==> config.mk <==
export PLATFORM = sky130hd
export DESIGN_NAME = audio_event_scheduler
export DESIGN_NICKNAME = d
export VERILOG_FILES = /design/src/rtl/audio_event_scheduler_pkg.sv /design/src/rtl/audio_event_scheduler_event_capture.sv /design/src/rtl/audio_event_scheduler.sv
export SDC_FILE = /design/constraint.sdc
export NUM_CORES = 1
export LEC_CHECK = 0
export BUFFER_PORTS_ARGS = -buffer_cell sky130_fd_sc_hd__buf_2
export CORE_MARGIN = 4
export CORE_UTILIZATION = 60
export DETAILED_ROUTE_END_ITERATION = 6
export PLACE_DENSITY = 0.87
export SETUP_SLACK_MARGIN = 0.15
export SYNTH_ARGS = -nofsm -noshare
export SYNTH_HDL_FRONTEND = slang
export SYNTH_SLANG_ARGS = --single-unit
==> constraint.sdc <==
create_clock -name clk -period 4.59 [get_ports clk]
set_clock_uncertainty 0.1 [all_clocks]
set_input_delay 0.2295 -clock clk [delete_from_list [all_inputs] [get_ports clk]]
set_output_delay 0.2295 -clock clk [all_outputs]
set_load 0.02 [all_outputs]
==> src/rtl/audio_event_scheduler_pkg.sv <==
// ============================================================================
// Module      : audio_event_scheduler_pkg
// Description : Shared track codes, priority order and scheduler state codes.
// Revision    : 1.0
// ============================================================================
`default_nettype none

package audio_event_scheduler_pkg;

    localparam int c_NUM_TRACKS = 4;

    typedef enum logic [1:0] {
        TRK_START   = 2'd0,
        TRK_HURT    = 2'd1,
        TRK_OVER    = 2'd2,
        TRK_RESTART = 2'd3
    } track_e;

    typedef enum logic [2:0] {
        ST_IDLE  = 3'd0,
        ST_REQ   = 3'd1,
        ST_PLAY  = 3'd2,
        ST_ABORT = 3'd3,
        ST_GAP   = 3'd4
    } state_e;

    // Priority rank, larger wins: OVER > RESTART > HURT > START.
    function automatic logic [1:0] track_rank(input track_e t);
        case (t)
            TRK_OVER:    return 2'd3;
            TRK_RESTART: return 2'd2;
            TRK_HURT:    return 2'd1;
            default:     return 2'd0;
        endcase
    endfunction

    function automatic track_e pick_highest(input logic [c_NUM_TRACKS-1:0] pend);
        if (pend[TRK_OVER])         return TRK_OVER;
        else if (pend[TRK_RESTART]) return TRK_RESTART;
        else if (pend[TRK_HURT])    return TRK_HURT;
        else                        return TRK_START;
    endfunction

    function automatic logic higher_pending(input logic [c_NUM_TRACKS-1:0] pend,
                                            input track_e                  cur);
        logic found;
        found = 1'b0;
        for (int i = 0; i < c_NUM_TRACKS; i++) begin
            if (pend[i] && (track_rank(track_e'(i[1:0])) > track_rank(cur)))
                found = 1'b1;
        end
        return found;
    endfunction

endpackage

`default_nettype wire

==> src/rtl/audio_event_scheduler_event_capture.sv <==
// ============================================================================
// Module      : event_capture
// Description : Rising-edge detection of game events into coalescing pending bits.
// Revision    : 1.0
// ============================================================================
`default_nettype none

module event_capture
    import audio_event_scheduler_pkg::*;
(
    input  logic                    clk,
    input  logic                    rst,
    input  logic [c_NUM_TRACKS-1:0] i_ev,
    input  logic [c_NUM_TRACKS-1:0] i_clr,
    output logic [c_NUM_TRACKS-1:0] o_pending
);

    logic [c_NUM_TRACKS-1:0] r_ev_prev;
    logic [c_NUM_TRACKS-1:0] r_pending;
    logic [c_NUM_TRACKS-1:0] w_rise;
    logic [c_NUM_TRACKS-1:0] w_clr;

    assign w_rise = i_ev & ~r_ev_prev;

    // A restart edge flushes queued START/HURT; a fresh edge still beats any clear.
    always_comb begin
        w_clr = i_clr;
        if (w_rise[TRK_RESTART]) begin
            w_clr[TRK_START] = 1'b1;
            w_clr[TRK_HURT]  = 1'b1;
        end
    end

    always_ff @(posedge clk) begin
        if (rst) begin
            r_ev_prev <= '0;
            r_pending <= '0;
        end else begin
            r_ev_prev <= i_ev;
            r_pending <= (r_pending & ~w_clr) | w_rise;
        end
    end

    assign o_pending = r_pending;

endmodule

`default_nettype wire

==> src/rtl/audio_event_scheduler.sv <==
// ============================================================================
// Module      : audio_event_scheduler
// Description : Prioritised MP3 track request FSM with abort, gap and timeout.
// Revision    : 1.0
// ============================================================================
`default_nettype none

module audio_event_scheduler
    import audio_event_scheduler_pkg::*;
#(
    parameter int GAP_CYCLES     = 1000,
    parameter int TIMEOUT_CYCLES = 1000000
) (
    input  logic       clk,
    input  logic       rst,
    input  logic       i_ev_start,
    input  logic       i_ev_hurt,
    input  logic       i_ev_over,
    input  logic       i_ev_restart,
    input  logic       i_play_ack,
    input  logic       i_play_done,
    output logic       o_play_req,
    output logic [1:0] o_track_id,
    output logic       o_play_abort,
    output logic       o_busy,
    output logic       o_error
);

    localparam int c_CNT_MAX_I = (GAP_CYCLES > TIMEOUT_CYCLES) ?
                                 ((GAP_CYCLES > 1) ? GAP_CYCLES : 1) :
                                 ((TIMEOUT_CYCLES > 1) ? TIMEOUT_CYCLES : 1);
    localparam int c_CNT_W     = $clog2(c_CNT_MAX_I + 1);
    localparam logic [c_CNT_W-1:0] c_CNT_MAX = c_CNT_W'(c_CNT_MAX_I);
    localparam logic [c_CNT_W-1:0] c_GAP_LAST =
        c_CNT_W'((GAP_CYCLES > 0) ? GAP_CYCLES - 1 : 0);
    localparam logic [c_CNT_W-1:0] c_TO_LAST =
        c_CNT_W'((TIMEOUT_CYCLES > 0) ? TIMEOUT_CYCLES - 1 : 0);

    logic [c_NUM_TRACKS-1:0] w_ev;
    logic [c_NUM_TRACKS-1:0] w_pending;
    logic [c_NUM_TRACKS-1:0] w_clr;
    track_e                  w_sel;
    logic [c_CNT_W-1:0]      w_cnt_inc;

    state_e             r_state;
    track_e             r_track;
    logic [c_CNT_W-1:0] r_cnt;
    logic               r_play_req;
    logic               r_abort;
    logic               r_busy;
    logic               r_error;

    assign w_ev = {i_ev_restart, i_ev_over, i_ev_hurt, i_ev_start};

    event_capture u_event_capture (
        .clk       (clk),
        .rst       (rst),
        .i_ev      (w_ev),
        .i_clr     (w_clr),
        .o_pending (w_pending)
    );

    assign w_sel     = pick_highest(w_pending);
    assign w_cnt_inc = (r_cnt == c_CNT_MAX) ? r_cnt : r_cnt + 1'b1;

    // The selected bit is consumed in the same cycle the FSM leaves IDLE.
    always_comb begin
        w_clr = '0;
        if ((r_state == ST_IDLE) && (|w_pending))
            w_clr[w_sel] = 1'b1;
    end

    always_ff @(posedge clk) begin
        if (rst) begin
            r_state    <= ST_IDLE;
            r_track    <= TRK_START;
            r_cnt      <= '0;
            r_play_req <= 1'b0;
            r_abort    <= 1'b0;
            r_busy     <= 1'b0;
            r_error    <= 1'b0;
        end else begin
            r_abort <= 1'b0;
            case (r_state)
                ST_IDLE: begin
                    if (|w_pending) begin
                        r_track    <= w_sel;
                        r_cnt      <= '0;
                        r_play_req <= 1'b1;
                        r_busy     <= 1'b1;
                        r_state    <= ST_REQ;
                    end
                end
                ST_REQ: begin
                    if (i_play_ack) begin
                        r_play_req <= 1'b0;
                        r_state    <= ST_PLAY;
                    end else if (r_cnt >= c_TO_LAST) begin
                        r_error    <= 1'b1;
                        r_play_req <= 1'b0;
                        r_busy     <= 1'b0;
                        r_state    <= ST_IDLE;
                    end else begin
                        r_cnt <= w_cnt_inc;
                    end
                end
                ST_PLAY: begin
                    // A finishing track is never aborted, even by a higher event.
                    if (i_play_done) begin
                        r_cnt   <= '0;
                        r_state <= ST_GAP;
                    end else if (higher_pending(w_pending, r_track)) begin
                        r_abort <= 1'b1;
                        r_state <= ST_ABORT;
                    end
                end
                ST_ABORT: begin
                    r_busy  <= 1'b0;
                    r_state <= ST_IDLE;
                end
                ST_GAP: begin
                    if (r_cnt >= c_GAP_LAST) begin
                        r_busy  <= 1'b0;
                        r_state <= ST_IDLE;
                    end else begin
                        r_cnt <= w_cnt_inc;
                    end
                end
                default: begin
                    r_play_req <= 1'b0;
                    r_busy     <= 1'b0;
                    r_state    <= ST_IDLE;
                end
            endcase
        end
    end

    assign o_play_req   = r_play_req;
    assign o_track_id   = r_track;
    assign o_play_abort = r_abort;
    assign o_busy       = r_busy;
    assign o_error      = r_error;

endmodule

`default_nettype wire

==> impl_results.md, run 1 <==
- Outcome: complete, no violations
- Total Die Area: roughly 4200 µm²
- Hold crit path type: in2reg
- GPL Wtd Cong: roughly 0.84
- Worst VDD drop: about 0.26 mV
- Max-slew headroom: between 20 and 30%
- Worst path slowest cell: a221o_1
- Total clock sinks: 37
- Postcts setup bufs: 0
- Vias in the first global route: about 1600
- Grt total ovfl: 0
- Crit-path cells: ha_1 > and4_1 > nand4_1 > a31oi_1 > a221o_1 > o21ai_0 > a21oi_1
- Initial Utilization: a little over three fifths
- Layout Utilization: between 60% and 70%
- RSZ-0062 raised after global routing: no
- Crit-path leading delay family: compound AO/OA/AOI/OAI gates
- H-tree levels: 2
- Worst R2R Path Depth: 7
- CP Class: reg2reg
- Pwr/cell area: 324 nW/µm²
- Num ports: 14
- Setup violators final: 0
- Initial antenna violation count: 0
- Yosys cell types: slightly above 40
- Critical Path Start Type: flip-flop
- Routed WL: around 4000 µm
- Avg Cell Area, Syn: 7.73 µm²
- Fill cells: 278
- CTS Hold Bufs: 0
- Pwr Total: 658 µW
- Sequential area share after synthesis: between 30% and 40%
- Gr usage total: 21.4%
- Fin nets: 264
- Warnings, synthesis: 0
- Worst Path Max Fanout: 38
- Die W: between 60 and 70 µm
- Clock slew seen by the registers of the worst setup and hold paths: roughly 0.11 ns
- Worst-Margin Slew: ~1.1 ns
- Post-synthesis xor/xnor area fraction: 0.906%
- Largest family of logic cells by synthesized area: simple AND/OR/NAND/NOR gates
- Syn nets: 260
- Root buffer selected by CTS: clkbuf_4
- Largest net degree at the start of global routing: 39
- Clk_lat worst skew: between 0.3 and 0.4 ns
- Ys flop type: dfxtp_1
- Critical Path RT: between 4 and 5 ns
- DRC Markers: 0
- Iter 0 DRT Violations: approximately 160
- Mux cell area share after synthesis: 0%
- Seq cells post-synth: 37
- Final hold slack: 0.0113 ns
- Post-layout min period: 3.00 ns
- Adder-Cell Fraction of Synth Area: approximately 1.3%
- CP Capture Type: flip-flop
- Setup tns final: 0 ns
- Dpl hpwl: 2660 µm
- WL per Instance: 13.5 µm
- PortBufs: 13
- Mapped Cells: 250
- Post-synth EDFFs: 0
- Fraction of layout cells with a size suffix above 1: under 10%
- Synth Area in Simple Gates: a little under a third
- Pins Over Slew Limit: 0
- Final hold violation count: 0
- Die height: ~65 µm
- CP bufs+invs: 0
- MaxCap Viol Count: 0
- Post-cts resize count: 0
- WHS Path Cells: 2
- Leakage: 0.000752 µW
- Layout area overhead: 4.98%
- Max Clk Rate: between 300 and 400 MHz
- Critical path depth: 7
- Pre-antenna DRT Iters: 4
- Mapped cell area: 1930 µm²
- Vias after detailed routing: around 1800
- Critical path data arrival time: 3.17 ns
- Synth Area in Compound Gates: between 20% and 30%
- First-pass GRT wire length: between 7000 and 8000 µm
- Core Region: slightly above 3000 µm²
- Total CTS buffers: 5
- Final period util: about two thirds
- Vias/cell: 6.01
- Max Root-Sink Buffers: 2
- Ys async rst share: 0%
- Routed Antenna Nets: 0
- Slowest stage delay, CP: 0.91 ns
- # rows: 20
- # diodes: 0
- CTS tree: built
[layer usage]
layer	share of wire (%)	vias up	global-route usage, %
li1	-	923	-
met1	49	825	30.0
met2	46	43	32.3
met3	4.0	5	4.33
met4	1.0	0	7.92
met5	0	-	0
[kinds of logic after synthesis]
group	count (synthesis)
simple gates	105
flops	37
compound gates	78
xor+xnor	2
buf+inv	26
fa+ha+maj	2
[layout by cell type, fill, tap and decap left out, drive strengths merged, types with 8 or more instances in the layout]
master and instances:
and3 8, dfxtp 37, a21oi 33, buf 13
or4 15, o21ai 24, nor2b 8, nor2 17
inv 10, nand2 20
[cell type report]
cell class / count / area (µm²) / share of cell area [%]
well taps: 44 / 55.1 / 2.71
clock buffers: 6 / 41.3 / 2.03
clock inverters: 2 / 10.0 / 0.493
repair buffers: 13 / 65.1 / 3.21
flip-flops and latches: 37 / 741 / 36.5
inverters: 10 / 37.5 / 1.85
multi-input cells: 187 / 1080 / 53.2
[report_power, final]
part	switching [µW]	internal, µW	total, µW
Clock	107	58.4	166
Sequential	19.6	337	356
Combinational	88.9	47.5	136
Total	216	443	658
[registers in the layout (all words and copies together), names as in the netlist]
signal,count
o_track_id,2
r_state,3
o_play_abort,1
u_event_capture.o_pending,4
o_play_req,1
o_error,1
o_busy,1
u_event_capture.r_ev_prev,4
r_cnt,20
[synth_stat cells (all sizes together) (3+ instances only)]
library cell / n / area share [%]
or3: 4 / 1.3
or4: 15 / 6.0
o21a: 3 / 1.2
clkbuf: 14 / 2.7
nand2b: 5 / 1.6
nor2b: 8 / 2.6
o21ai: 24 / 6.2
and3: 8 / 2.6
inv: 10 / 1.9
a31oi: 4 / 1.3
dfxtp: 37 / 38
nand3: 7 / 1.8
a21oi: 33 / 8.5
nand2: 20 / 3.9
nor2: 17 / 3.3
nand4: 4 / 1.3
o211ai: 3 / 1.2
nor3: 7 / 1.8
[path summary, 6_finish.rpt]
kind                                                         startpoint                                      end  slack [ns]
worst min-delay path                                       i_ev_restart  u_event_capture.r_ev_prev[3]$_SDFF_PP0_        0.01
worst max-delay path                              r_cnt[1]$_SDFFE_PP0P_                   r_cnt[15]$_SDFFE_PP0P_        1.59
worst max register to register                    r_cnt[1]$_SDFFE_PP0P_                   r_cnt[15]$_SDFFE_PP0P_        1.59
worst min register to register  u_event_capture.r_ev_prev[0]$_SDFF_PP0_  u_event_capture.o_pending[0]$_SDFF_PP0_        0.38
[worst register-to-register path, delay by kind of cell, from the launching register on]
kind                     cells  cell delay [ns]
adder cells (fa/ha/maj)      1             0.25
AND/OR/NAND/NOR              2             0.48
flip-flops                   1             0.41
AO/OA/AOI/OAI                4             1.69
[through the flow]
stage          worst slack, ns  cells  instance area, µm²
2_1_floorplan             2.09    250                1930
3_3_place_gp              1.77    291                1980
3_5_place_dp              1.67    291                1980
4_1_cts                   1.63    299                2030
5_1_grt                   1.20    299                2030
6_report                  1.59    299                2030
No activity file was read; power rests on OpenSTA's default activity.
==> run 2, diff against run 1 <==
--- a/config.mk
+++ b/config.mk
@@ -7,9 +7,9 @@
 export LEC_CHECK = 0
 export BUFFER_PORTS_ARGS = -buffer_cell sky130_fd_sc_hd__buf_2
 export CORE_MARGIN = 4
-export CORE_UTILIZATION = 60
+export CORE_UTILIZATION = 59
 export DETAILED_ROUTE_END_ITERATION = 6
-export PLACE_DENSITY = 0.87
+export PLACE_DENSITY = 0.86
 export SETUP_SLACK_MARGIN = 0.15
 export SYNTH_ARGS = -nofsm -noshare
 export SYNTH_HDL_FRONTEND = slang
==> constraint.sdc (replaced) <==
create_clock -name clk -period 2.9 [get_ports clk]
set_clock_uncertainty 0.1 [all_clocks]
set_input_delay 0.145 -clock clk [delete_from_list [all_inputs] [get_ports clk]]
set_output_delay 0.145 -clock clk [all_outputs]
set_load 0.02 [all_outputs]
==> run 2 against run 1 <==
- critical endpoint is now r_cnt[6]$_SDFFE_PP0P_
- hold slack improved by 0.011 ns
- highest routed layer unchanged
- sequential share of layout area decreased by 1.9 points
- count of clock-buffer cells in the layout unchanged
==> impl_results.md, run 2 (synthesis results as in run 1) <==
- Commonest non-fill, non-tap cells in the layout: 35 x dfxtp_1, 33 x a21oi_1, 20 x nand2_1, 20 x o21ai_0, 17 x nor2_1
- Clk_lat worst skew: 0.35 ns
- WL per Instance: around 13 µm
- Commonest non-fill, non-tap cell in the layout: dfxtp_1
- Routed WL: approximately 4000 µm
- Total clock sinks: 37
- Critical Path Start Type: flip-flop
- Final hold violation count: 0
- Hold Path Origin: i_play_done
- Initial Utilization: between 60% and 70%
- Pre-antenna DRT Iters: 4
- Max Root-Sink Buffers: 2
- Fraction of layout cells with a size suffix above 1: between 10% and 20%
- Critical Path RT: approximately 3 ns
- Worst VDD drop: between 0.3 and 0.4 mV
- Core Region: around 3100 µm²
- MaxCap Viol Count: 0
- Largest net degree at the start of global routing: 35
- Net Sw Power: around 350 µW
- Routed Antenna Nets: 0
- DRC Markers: 0
- Clock slew seen by the registers of the worst setup and hold paths: around 0.12 ns
- Root buffer selected by CTS: clkbuf_4
- Leakage: between 0.0008 and 0.0009 µW
- Die W: 65.2 µm
- Total Die Area: approximately 4300 µm²
- Initial antenna violation count: 0
- Die height: ~65 µm
- Setup tns final: 0 ns
- Gr usage total: 20.6%
- Pins Over Slew Limit: 0
- PortBufs: 13
- Num ports: 14
- Cell-internal power: between 800 and 900 µW
- Post-layout min period: approximately 2.6 ns
- CP Capture Type: flip-flop
- Vias in the first global route: around 1600
- # rows: 20
- Post-Place Cells: 294
- Max Clk Rate: 382 MHz
- Vias/cell: slightly below 6
- # diodes: 0
- CTS tree: built
- Critical path data arrival time: 2.80 ns
- H-tree levels: 2
- Most flop-heavy register: r_cnt
- Crit path to: r_cnt[6]$_SDFFE_PP0P_
- Clk pwr share: approximately a third
- Worst Path Max Fanout: 23
- Sw Ratio: 29.8%
- Fin nets: approximately 270
- Worst-Margin Slew: around 0.63 ns
- Iter 0 DRT Violations: approximately 150
- Dpl hpwl: ~2700 µm
- Max-slew headroom: 58.3%
- CP Class: reg2reg
- Total CTS buffers: 5
- Final hold slack: 0.0223 ns
- Outcome: complete, no violations
- Max FFs per register: 20
- RSZ-0062 raised after global routing: no
- Grt total ovfl: 0
- GPL Wtd Cong: ~0.83
- Final period util: between 90% and 100%
- Sequential share of power: a little under half
- Layout area overhead: 11.3%
- R2r endpoint: r_cnt[6]$_SDFFE_PP0P_
- Worst R2R Path Depth: 7
- Worst reg2reg path startpoint: r_cnt[11]$_SDFFE_PP0P_
- Vias after detailed routing: 1806
- Pwr/cell area: between 500 and 600 nW/µm²
- Pwr Total: 1180 µW
- Comb power frac: between 20% and 30%
- Setup violators final: 0
- Critical Path Source: r_cnt[11]$_SDFFE_PP0P_
- First-pass GRT wire length: roughly 7000 µm
- Reg2Reg Setup Slack: about 0.28 ns
- Hold crit path type: in2reg
- Post-Layout Cell Count: slightly above 300
-- run 2: worst max-delay path: stages (launching register included) --
cell and delay (ns):
dfxtp_2 0.37, or4_4 0.55, nor4_4 0.25, o21ai_2 0.10
a221o_1 0.34, buf_4 0.21, or4_1 0.48, a21oi_1 0.16
-- run 2: power groups by stage --
stage / logic (µW) / clock network [µW] / registers (µW)
finish: 236 / 380 / 564
CTS: 235 / 388 / 563
global placement: 225 / 0 / 574
global route: 268 / 410 / 569
floorplan: 187 / 0 / 570
detailed placement: 228 / 0 / 575
-- run 2: timing repair --
action | in CTS | in global routing
hold endpoints to repair | 5 | 0
hold buffers | 4 | 0
buffers inserted | 0 | 0
resized for setup | 0 | 5
setup endpoints to repair | 0 | 12
-- run 2: area by class of cell --
cell class	instances	area (µm²)
clock buffers	6	51.3
inverters	10	37.5
flip-flops and latches	37	743
well taps	44	55.1
repair buffers	20	128
multi-input cells	187	1100
clock inverters	2	37.5
fillers	260	952
-- run 2: worst min-delay path by stage --
stage                                              endpoint  depth (start not counted)
floorplan           u_event_capture.r_ev_prev[0]$_SDFF_PP0_                          1
global placement    u_event_capture.r_ev_prev[2]$_SDFF_PP0_                          2
detailed placement  u_event_capture.r_ev_prev[2]$_SDFF_PP0_                          2
CTS                                 r_state[0]$_SDFFE_PP0P_                          4
global route                        r_state[0]$_SDFFE_PP0P_                          4
finish                              r_state[0]$_SDFFE_PP0P_                          4
-- run 2: metrics by stage --
stage / cell area [µm²] / util (%) / setup slack, ns
2_1_floorplan: 1930 / - / 0.400
3_3_place_gp: 2000 / 64.5 / 0.330
3_5_place_dp: 2000 / 64.5 / 0.224
4_1_cts: 2130 / 68.6 / 0.197
5_1_grt: 2150 / 69.3 / 0.144
6_report: 2150 / 69.3 / 0.281
-- run 2: metal layers --
layer  vias up  global-route usage, %  routed length, µm
met1       811                   26.5               1970
li1        941                      -                  -
met2        44                   32.4               1750
met5         -                      0                  0
met3        10                   4.62                157
met4         0                   10.4                111
==> run 3, diff against run 2 <==
--- a/config.mk
+++ b/config.mk
@@ -7,9 +7,9 @@
 export LEC_CHECK = 0
 export BUFFER_PORTS_ARGS = -buffer_cell sky130_fd_sc_hd__buf_2
 export CORE_MARGIN = 4
-export CORE_UTILIZATION = 59
+export CORE_UTILIZATION = 50
 export DETAILED_ROUTE_END_ITERATION = 6
-export PLACE_DENSITY = 0.86
+export PLACE_DENSITY = 0.76
 export SETUP_SLACK_MARGIN = 0.15
 export SYNTH_ARGS = -nofsm -noshare
 export SYNTH_HDL_FRONTEND = slang
==> run 3 against run 2 <==
- die area increased by 16%
- fmax is 0.24% higher
- count of clock-buffer cells in the layout up 1
- via count is the same
- sequential power barely moved
- first-iteration DRC count is 14% lower
- sequential share of layout area is 0.058 points lower
- core utilization is 11 points lower
- setup slack gained 0.0064 ns
- non-clock buffer count did not move
- combinational power increased by 2%
- critical path type unchanged
- critical endpoint is now r_cnt[3]$_SDFFE_PP0P_
- highest routed layer unchanged
==> impl_results.md, run 3 (synthesis results as in run 1) <==
- Gr usage total: between 15 and 20%
- Total clock sinks: 37
- CP bufs+invs: 1
- Final period util: between 90% and 100%
- Vias/cell: 5.84
- Die height: approximately 70 µm
- Met3 usage in global routing: under 10%
- Slowest stage delay, CP: about 0.55 ns
- First-pass GRT wire length: around 7000 µm
- WL per Instance: between 10 and 15 µm
- Clock slew seen by the registers of the worst setup and hold paths: about 0.070 ns
- Commonest non-fill, non-tap cells in the layout: 36 x dfxtp_1, 33 x a21oi_1, 20 x nand2_1, 20 x o21ai_0, 17 x nor2_1
- Top Usage Layer GRT: met2
- CTS tree: built
- Vias in the first global route: 1560
- Reg2Reg Setup Slack: ~0.29 ns
- PortBufs: 13
- Worst-Margin Slew: around 0.63 ns
- Postcts setup bufs: 0
- Total Die Area: around 5000 µm²
- Routed Antenna Nets: 0
- Clk_lat worst skew: 0.29 ns
- Dpl hpwl: roughly 2800 µm
- Outcome: complete, no violations
- Max Root-Sink Buffers: 2
- Critical path data arrival time: 2.72 ns
- Fraction of layout cells with a size suffix above 1: 10.7%
- Iter 0 DRT Violations: around 130
- Layout area overhead: 11.3%
- Layout Utilization: 58.3%
- Met2 Use GR: about a quarter
- Total CTS buffers: 5
- Worst Path Max Fanout: 22
- # rows: 22
- Met1 Use GR: between 20% and 30%
- Initial Utilization: a little over half
- Crit-path cells: or4_4 > nor4_4 > o21ai_2 > a221o_1 > buf_6 > or4_1 > o22ai_1
- Num ports: 14
- Initial antenna violation count: 0
- Leakage: 0.000809 µW
- Critical Path RT: approximately 3.0 ns
- Setup tns final: 0 ns
- Max-slew headroom: between 50% and 60%
- H-tree levels: 2
- Final hold violation count: 0
- Max FFs per register: 20
- Root buffer selected by CTS: clkbuf_8
- CP Capture Type: flip-flop
- CP Class: reg2reg
- GPL Wtd Cong: between 0.7 and 0.8
- Most flop-heavy register: r_cnt
- Setup violators final: 0
- Core Region: 3690 µm²
- Crit-path leading delay family: simple AND/OR/NAND/NOR gates
- # diodes: 0
- Die W: roughly 70 µm
- Max Clk Rate: 383 MHz
- Routed WL: between 4000 and 5000 µm
- Grt total ovfl: 0
- MaxCap Viol Count: 0
- Post-layout min period: 2.61 ns
- Fin nets: 271
- Pins Over Slew Limit: 0
- Hold crit path type: in2reg
- Critical Path Start Type: flip-flop
- Pre-antenna DRT Iters: 5
- Commonest non-fill, non-tap cell in the layout: dfxtp_1
- Vias after detailed routing: approximately 1800
- Final hold slack: between 0.02 and 0.025 ns
- RSZ-0062 raised after global routing: no
- DRC Markers: 0
- Pwr/cell area: 541 nW/µm²
- Largest net degree at the start of global routing: 35
- Worst VDD drop: between 0.2 and 0.3 mV
- Worst path slowest cell: or4_4
[run 3: cell count changes in the layout (fill, tap and decap cells not counted), sizes merged]
cell and change:
buf +2, bufinv -1, clkbuf +1, clkinvlp -1, dlygate4sd3 -2
[run 3: area by class of cell]
type                       instances  area, µm²
sequential                        37        742
timing repair buffer              20        126
clock buffer                       7       86.3
tap                               48       60.1
inverter                          10       37.5
fill                             373       1540
multi-input combinational        187       1100
[run 3: stage by stage]
stage          std cells  cell area (µm²)  setup WS (ns)  power (µW)
2_1_floorplan        250             1930          0.400         757
3_3_place_gp         300             2020          0.336         807
3_5_place_dp         300             2020          0.189         810
4_1_cts              309             2130          0.157        1170
5_1_grt              309             2150          0.171        1230
6_report             309             2150          0.287        1160
[run 3: timing repair]
item | 4_1_cts | 5_1_grt
gates resized for setup | 0 | 5
hold endpoints to repair | 2 | 0
hold buffers | 2 | 0
endpoints found under the setup margin | 0 | 8
[run 3: where the power goes]
part           internal [µW]  total (µW)  leakage (µW)  switching, µW
Combinational           95.4         240      0.000462            145
Sequential               533         564      0.000302           30.5
Clock                    188         360     0.0000443            172
[run 3: worst paths after layout]
check / startpoint / to / cells after the start
setup reg to reg: r_cnt[11]$_SDFFE_PP0P_ / r_cnt[3]$_SDFFE_PP0P_ / 7
hold / removal: i_ev_hurt / u_event_capture.r_ev_prev[1]$_SDFF_PP0_ / 2
setup / recovery: r_cnt[11]$_SDFFE_PP0P_ / r_cnt[3]$_SDFFE_PP0P_ / 7
hold reg to reg: u_event_capture.r_ev_prev[0]$_SDFF_PP0_ / u_event_capture.o_pending[0]$_SDFF_PP0_ / 2
[run 3: per-layer routing]
layer | wire (µm) | vias up | part of all wire (%)
met3 | 137 | 5 | 3.4
met2 | 1830 | 21 | 45
met4 | 34 | 0 | 0.84
met1 | 2030 | 846 | 50
met5 | 0 | - | 0
li1 | - | 934 | -
